$ cat config.mk
export PLATFORM = sky130hd
export DESIGN_NAME = pipe_stage_reg
export DESIGN_NICKNAME = d
export VERILOG_FILES = /design/src/rtl/pipe_stage_reg.sv
export SDC_FILE = /design/constraint.sdc
export NUM_CORES = 1
export LEC_CHECK = 0
export BUFFER_PORTS_ARGS = -buffer_cell sky130_fd_sc_hd__buf_4
export CORE_ASPECT_RATIO = 1.1
export CORE_MARGIN = 5
export CORE_UTILIZATION = 40
export CTS_CLUSTER_DIAMETER = 60
export DETAILED_ROUTE_END_ITERATION = 10
export PLACE_DENSITY = 0.73
export SLEW_MARGIN = 20
export SYNTH_ARGS = -nofsm -noshare
export SYNTH_HDL_FRONTEND = slang
export SYNTH_SLANG_ARGS = --single-unit
$ cat constraint.sdc
create_clock -name clk -period 13.4 [get_ports clk]
set_clock_uncertainty 0.15 [all_clocks]
set_input_delay 0.67 -clock clk [delete_from_list [all_inputs] [get_ports clk]]
set_output_delay 0.67 -clock clk [all_outputs]
set_load 0.03 [all_outputs]
$ cat src/rtl/pipe_stage_reg.sv
// ============================================================================
// Module   : pipe_stage_reg
// Brief    : Elastic valid/ready pipeline-stage register carrying NUM_FIELDS
//            packed words, with flush and a saturating stall-cycle counter.
//            Define PIPE_SKID_BUF_EN to add a 1-entry skid buffer and a fully
//            registered o_ready.
// Revision : 1.0 - initial release
// ============================================================================
`default_nettype none

module pipe_stage_reg #(
    parameter int DATA_WIDTH = 32,
    parameter int NUM_FIELDS = 5,
    parameter int CNT_WIDTH  = 16
) (
    input  logic                             clk,
    input  logic                             i_rst,
    input  logic                             i_valid,
    output logic                             o_ready,
    input  logic [DATA_WIDTH*NUM_FIELDS-1:0] i_data,
    input  logic                             i_flush,
    output logic                             o_valid,
    input  logic                             i_ready,
    output logic [DATA_WIDTH*NUM_FIELDS-1:0] o_data,
    output logic [CNT_WIDTH-1:0]             o_stall_cnt
);

    localparam int                   c_bus_width = DATA_WIDTH * NUM_FIELDS;
    localparam logic [CNT_WIDTH-1:0] c_cnt_max   = {CNT_WIDTH{1'b1}};
    localparam logic [CNT_WIDTH-1:0] c_cnt_one   = {{(CNT_WIDTH-1){1'b0}}, 1'b1};

    logic                   r_out_valid;
    logic [c_bus_width-1:0] r_out_data;
    logic [CNT_WIDTH-1:0]   r_stall_cnt;
    logic                   w_in_xfer;

`ifdef PIPE_SKID_BUF_EN
    logic                   r_skid_valid;
    logic [c_bus_width-1:0] r_skid_data;
    logic                   w_out_free;

    // Ready depends only on skid occupancy, so i_ready never reaches o_ready.
    assign o_ready    = !r_skid_valid;
    assign w_in_xfer  = i_valid && !r_skid_valid;
    assign w_out_free = !r_out_valid || i_ready;

    always_ff @(posedge clk or posedge i_rst) begin
        if (i_rst) begin
            r_out_valid  <= 1'b0;
            r_out_data   <= '0;
            r_skid_valid <= 1'b0;
            r_skid_data  <= '0;
        end else if (i_flush) begin
            r_out_valid  <= 1'b0;
            r_out_data   <= '0;
            r_skid_valid <= 1'b0;
            r_skid_data  <= '0;
        end else if (w_out_free) begin
            // A full skid implies no input was accepted this cycle.
            if (r_skid_valid) begin
                r_out_valid  <= 1'b1;
                r_out_data   <= r_skid_data;
                r_skid_valid <= 1'b0;
            end else if (w_in_xfer) begin
                r_out_valid <= 1'b1;
                r_out_data  <= i_data;
            end else begin
                r_out_valid <= 1'b0;
            end
        end else if (w_in_xfer) begin
            r_skid_valid <= 1'b1;
            r_skid_data  <= i_data;
        end
    end
`else
    assign o_ready   = !r_out_valid || i_ready;
    assign w_in_xfer = i_valid && o_ready;

    always_ff @(posedge clk or posedge i_rst) begin
        if (i_rst) begin
            r_out_valid <= 1'b0;
            r_out_data  <= '0;
        end else if (i_flush) begin
            r_out_valid <= 1'b0;
            r_out_data  <= '0;
        end else if (w_in_xfer) begin
            r_out_valid <= 1'b1;
            r_out_data  <= i_data;
        end else if (i_ready) begin
            r_out_valid <= 1'b0;
        end
    end
`endif

    // Profiling counter survives flushes; only reset clears it.
    always_ff @(posedge clk or posedge i_rst) begin
        if (i_rst) begin
            r_stall_cnt <= '0;
        end else if (r_out_valid && !i_ready && (r_stall_cnt != c_cnt_max)) begin
            r_stall_cnt <= r_stall_cnt + c_cnt_one;
        end
    end

    assign o_valid     = r_out_valid;
    assign o_data      = r_out_data;
    assign o_stall_cnt = r_stall_cnt;

endmodule

`default_nettype wire
### Yosys cells after proc, flatten, opt, wreduce, memory -nomap -nowiden

Cells that the tools add are included.

| operators by class | value |
|---|---|
| add/subtract/negate cells | 1 |
| eq/ne operators | 1 |
| mux-type cells | 5 |
| reduce and logical (&&, ||, !) cells | 8 |

Operators by type and width:

| operator | number |
|---|---|
| 160-bit two-way mux | 2 |
| 16-bit by 1-bit adder with 16-bit output, second input constant | 1 |
| 16-bit inequality test, second input constant | 1 |
| 1-bit logical AND | 3 |
| 1-bit two-way mux | 3 |
| 3-bit nonzero test | 1 |
| 1-bit logical NOT | 2 |
| 2-bit nonzero test | 1 |
| 1-bit logical OR | 1 |

| word-level totals | value |
|---|---|
| flip-flop bits (word level) | 177 |
| input port bits | 165 |
| word-level logic and storage cells | 18 |

### Depth between registers and ports, before layout

| depth | value |
|---|---|
| depth after elaboration | 5 |
| mapped depth | 7 |
| gate-level depth less buffers | 5 |

### Least setup slack after synthesis

No wires, ideal clock.

| timing | value |
|---|---|
| kind | input to register |
| from | input port i_ready |
| to | register r_out_data[100] (netlist: o_data[100]) |
| library setup time | 0.066 ns |
| arrival | 1.861 ns |
| required time | 13.184 ns |
| slack | 11.322 ns |
| cell stages on the path | 7 |
| path through | and2b_1 inv_2 nand2_1 nor2_2 buf_2 buf_2 a22o_1 |

| on the way | value |
|---|---|
| longest elaborated chain between the ends | 3 |

Ends and longest elaborated chain:

| element | RTL line | source |
|---|---|---|
| from (decl) | 23 | `input logic i_ready,` |
| 1-bit logical OR | 76 | `assign o_ready = !r_out_valid \|\| i_ready;` |
| named net o_ready | 19 | `output logic o_ready,` |
| 1-bit logical AND | 77 | `assign w_in_xfer = i_valid && o_ready;` |
| 2-bit nonzero test (no line) | - |  |
| to (signal assigned) | 88 | `r_out_data <= i_data;` |
| to (decl) | 33 | `logic [c_bus_width-1:0] r_out_data;` |

The timed path passes the listed nets, and every way through them passes these cells.
A chain may end at the register's enable or synchronous reset.

### Final worst setup path

| timing | value |
|---|---|
| from | input port i_ready |
| to | output port o_ready |

| on the way | value |
|---|---|
| longest elaborated chain between the ends | 1 |

Ends and longest elaborated chain:

| element | RTL line |
|---|---|
| 1-bit logical OR | 76 |
| to (decl) | 19 |

Every way passes these cells.

==> qor.txt <==
status: complete, no violations
Hold Vio Cnt, Final: 0
Post-Syn Nets: 601
wire length per cell: 19.5 um
P&R area growth vs syn: 51.2%
Total Power: 1.34 mW
Seq cells post-synth: 177
die height: 143 um
drt pass-1 iters: 4
Post-CTS Resized: 0
CP max FO: 7
postcts setup bufs: 0
CTS clock-pin slew for the worst setup and hold paths: 0.06 ns
CP Capture Type: output port
global route total overflow: 0
Top cell by count, worst path: buf_4
pin count of the biggest net entering global routing: 104
fmax: 456 MHz
DRC viols: 0
fill cell total of the finished layout: 1218
DIE WIDTH: 131 um
final net count: 932
HPWL after detailed placement: 13900 um
fraction of layout cells with a size suffix above 1: 0.493
post-synthesis cell count: 435
leading cell types in the layout, fill and taps excluded: buf_4, dfrtp_1, a22o_1
first-pass GRT wire length: 29200 um
WS Path Type: in2out
IO Count: 343
CTS tree: done
Critical Path RT: 12.58 ns
Final WS setup: 11.21 ns
clock sink count: 177
pwr/cell area: 138 mW/mm^2
core footprint: 0.0157 mm^2
fin crit period: 2.19 ns
TritonCTS buffer count: 17
CTS Buffer Depth: 2
wirelength, routed: 19100 um
Slew HR: 0.377
Worst VDD drop: 0.0786 mV
initial antenna violation count: 0
initial core utilization: 0.408
RSZ-0062 raised after global routing: no
antenna-violating nets left: 0
# diodes: 0
die area: 0.0187 mm^2
Seq/Total Area, Yosys: 0.690
vias in the first global route: 5435
HP Class: in2async
Avg Cell Area, Syn: 14.8 um^2
max-slew violations: 0
Slowest-stage cell, CP: and2b_1
Final Cycle Share: 0.163
yosys warns: 0
Critical Path Max Stage Delay: 0.28 ns
Worst EP arrival: 1.37 ns
Worst-Margin Slew: 0.934 ns
GP Congestion: 0.781
number of H-tree levels: 4
final setup fails: 0
number of hold buffers added after cts: 0
Rows: 48
Worst-Skew Late Latency: 0.42 ns
commonest non-fill, non-tap cell in the layout: buf_4
DRT iter0 DRCs: 201
GRT Util Overall: 0.201
Leak Pwr: 5.13 nW
nature of the critical path startpoint: input port
Max Cap Viol: 0
Unique masters post-synth: 35
Synth Cell Area: 0.00642 mm^2
Critical Path, Cell by Cell: buf_4, and2b_1, inv_2, buf_4
Fin Setup TNS: 0 ns
Setup WS pre-CTS: 10.76 ns
Via density: 5.29
via count: 5173
root buffer cell: clkbuf_16
number of port buffers: 342
[per-stage QoR]
stage | instance area [um^2] | hold slack [ns] | utilization | std cells
2_1_floorplan | 6420 | 0.530 | - | 435
3_3_place_gp | 9130 | 0.339 | 0.580 | 947
3_5_place_dp | 9130 | 0.342 | 0.580 | 947
4_1_cts | 9710 | 0.293 | 0.617 | 977
5_1_grt | 9710 | 0.287 | 0.617 | 977
6_report | 9710 | 0.271 | 0.617 | 977
[layout make-up]
| cell class | count | area [um^2] | area share |
|---|---|---|---|
| clock inverters | 10 | 139 | 0.0143 |
| clock buffers | 20 | 437 | 0.0450 |
| multi-input cells | 221 | 1830 | 0.189 |
| repair buffers | 347 | 2610 | 0.268 |
| well taps | 200 | 250 | 0.0258 |
| inverters | 2 | 12.5 | 0.00129 |
| flip-flops and latches | 177 | 4430 | 0.456 |
[cell families (layout without fill, tap and decap cells)]
family	count (synthesis)	after routing	synth area share
AO/OA/AOI/OAI	167	167	0.226
XOR/XNOR	12	12	0.0164
adder cells (fa/ha/maj)	1	1	0.00195
buffers and inverters	37	379	0.0261
flip-flops	177	177	0.690
multiplexers	1	1	0.00175
AND/OR/NAND/NOR	40	40	0.0374
[routing by layer]
metal / wire (um) / track usage / part of all wire / up-vias
li1: - / - / - / 2333
met1: 7390 / 0.252 / 0.39 / 2526
met2: 9260 / 0.322 / 0.48 / 274
met3: 1820 / 0.0651 / 0.095 / 40
met4: 634 / 0.0828 / 0.033 / 0
met5: 0 / 0 / 0 / -
[sequential cells by signal (all words and copies together) (netlist names)]
register,flops
o_valid,1
o_data,160
o_stall_cnt,16
[Yosys cell counts (all sizes together)]
library cell / instances / area (um^2)
a22o: 160 / 1400
or4: 1 / 7.51
xor2: 4 / 35.0
nand3b: 1 / 7.51
o2111ai: 1 / 8.76
inv: 2 / 7.50
and2: 1 / 6.26
nor3: 4 / 25.0
nand2: 7 / 26.3
mux2: 1 / 11.3
o21ai: 2 / 10.0
a31oi: 1 / 6.26
and3: 1 / 6.26
a21oi: 1 / 8.76
xnor2: 8 / 70.1
and4: 2 / 18.8
o21a: 1 / 7.51
nor4: 2 / 18.8
nand4: 7 / 50.1
clkbuf: 12 / 45.0
a41oi: 1 / 8.76
ha: 1 / 12.5
and2b: 1 / 7.51
buf: 23 / 115
nand3: 6 / 35.0
nor2b: 1 / 6.26
nor2: 6 / 25.0
dfrtp: 177 / 4430
[critical path: cells and delay by family]
kind / cells / cell delay (ns)
AND/OR/NAND/NOR: 1 / 0.28
buffers and inverters: 3 / 0.41
[power by group]
group,internal (mW),switching [mW]
Sequential,0.571,0.0297
Clock,0.291,0.198
Combinational,0.104,0.142
Total,0.966,0.370
[final timing paths]
path	startpoint	endpoint	slack, ns	cells after the start
min reg2reg	o_data[80]	o_data[80]	0.36	1
min	i_rst	o_data[47]	0.27	2
max	i_ready	o_ready	11.21	4
min in group clk	i_data[141]	o_data[141]	0.31	2
max in group asynchronous	i_rst	o_data[49]	11.28	3
max reg2reg	o_valid	o_data[65]	11.25	6
Power figures use the tool's default switching activity.
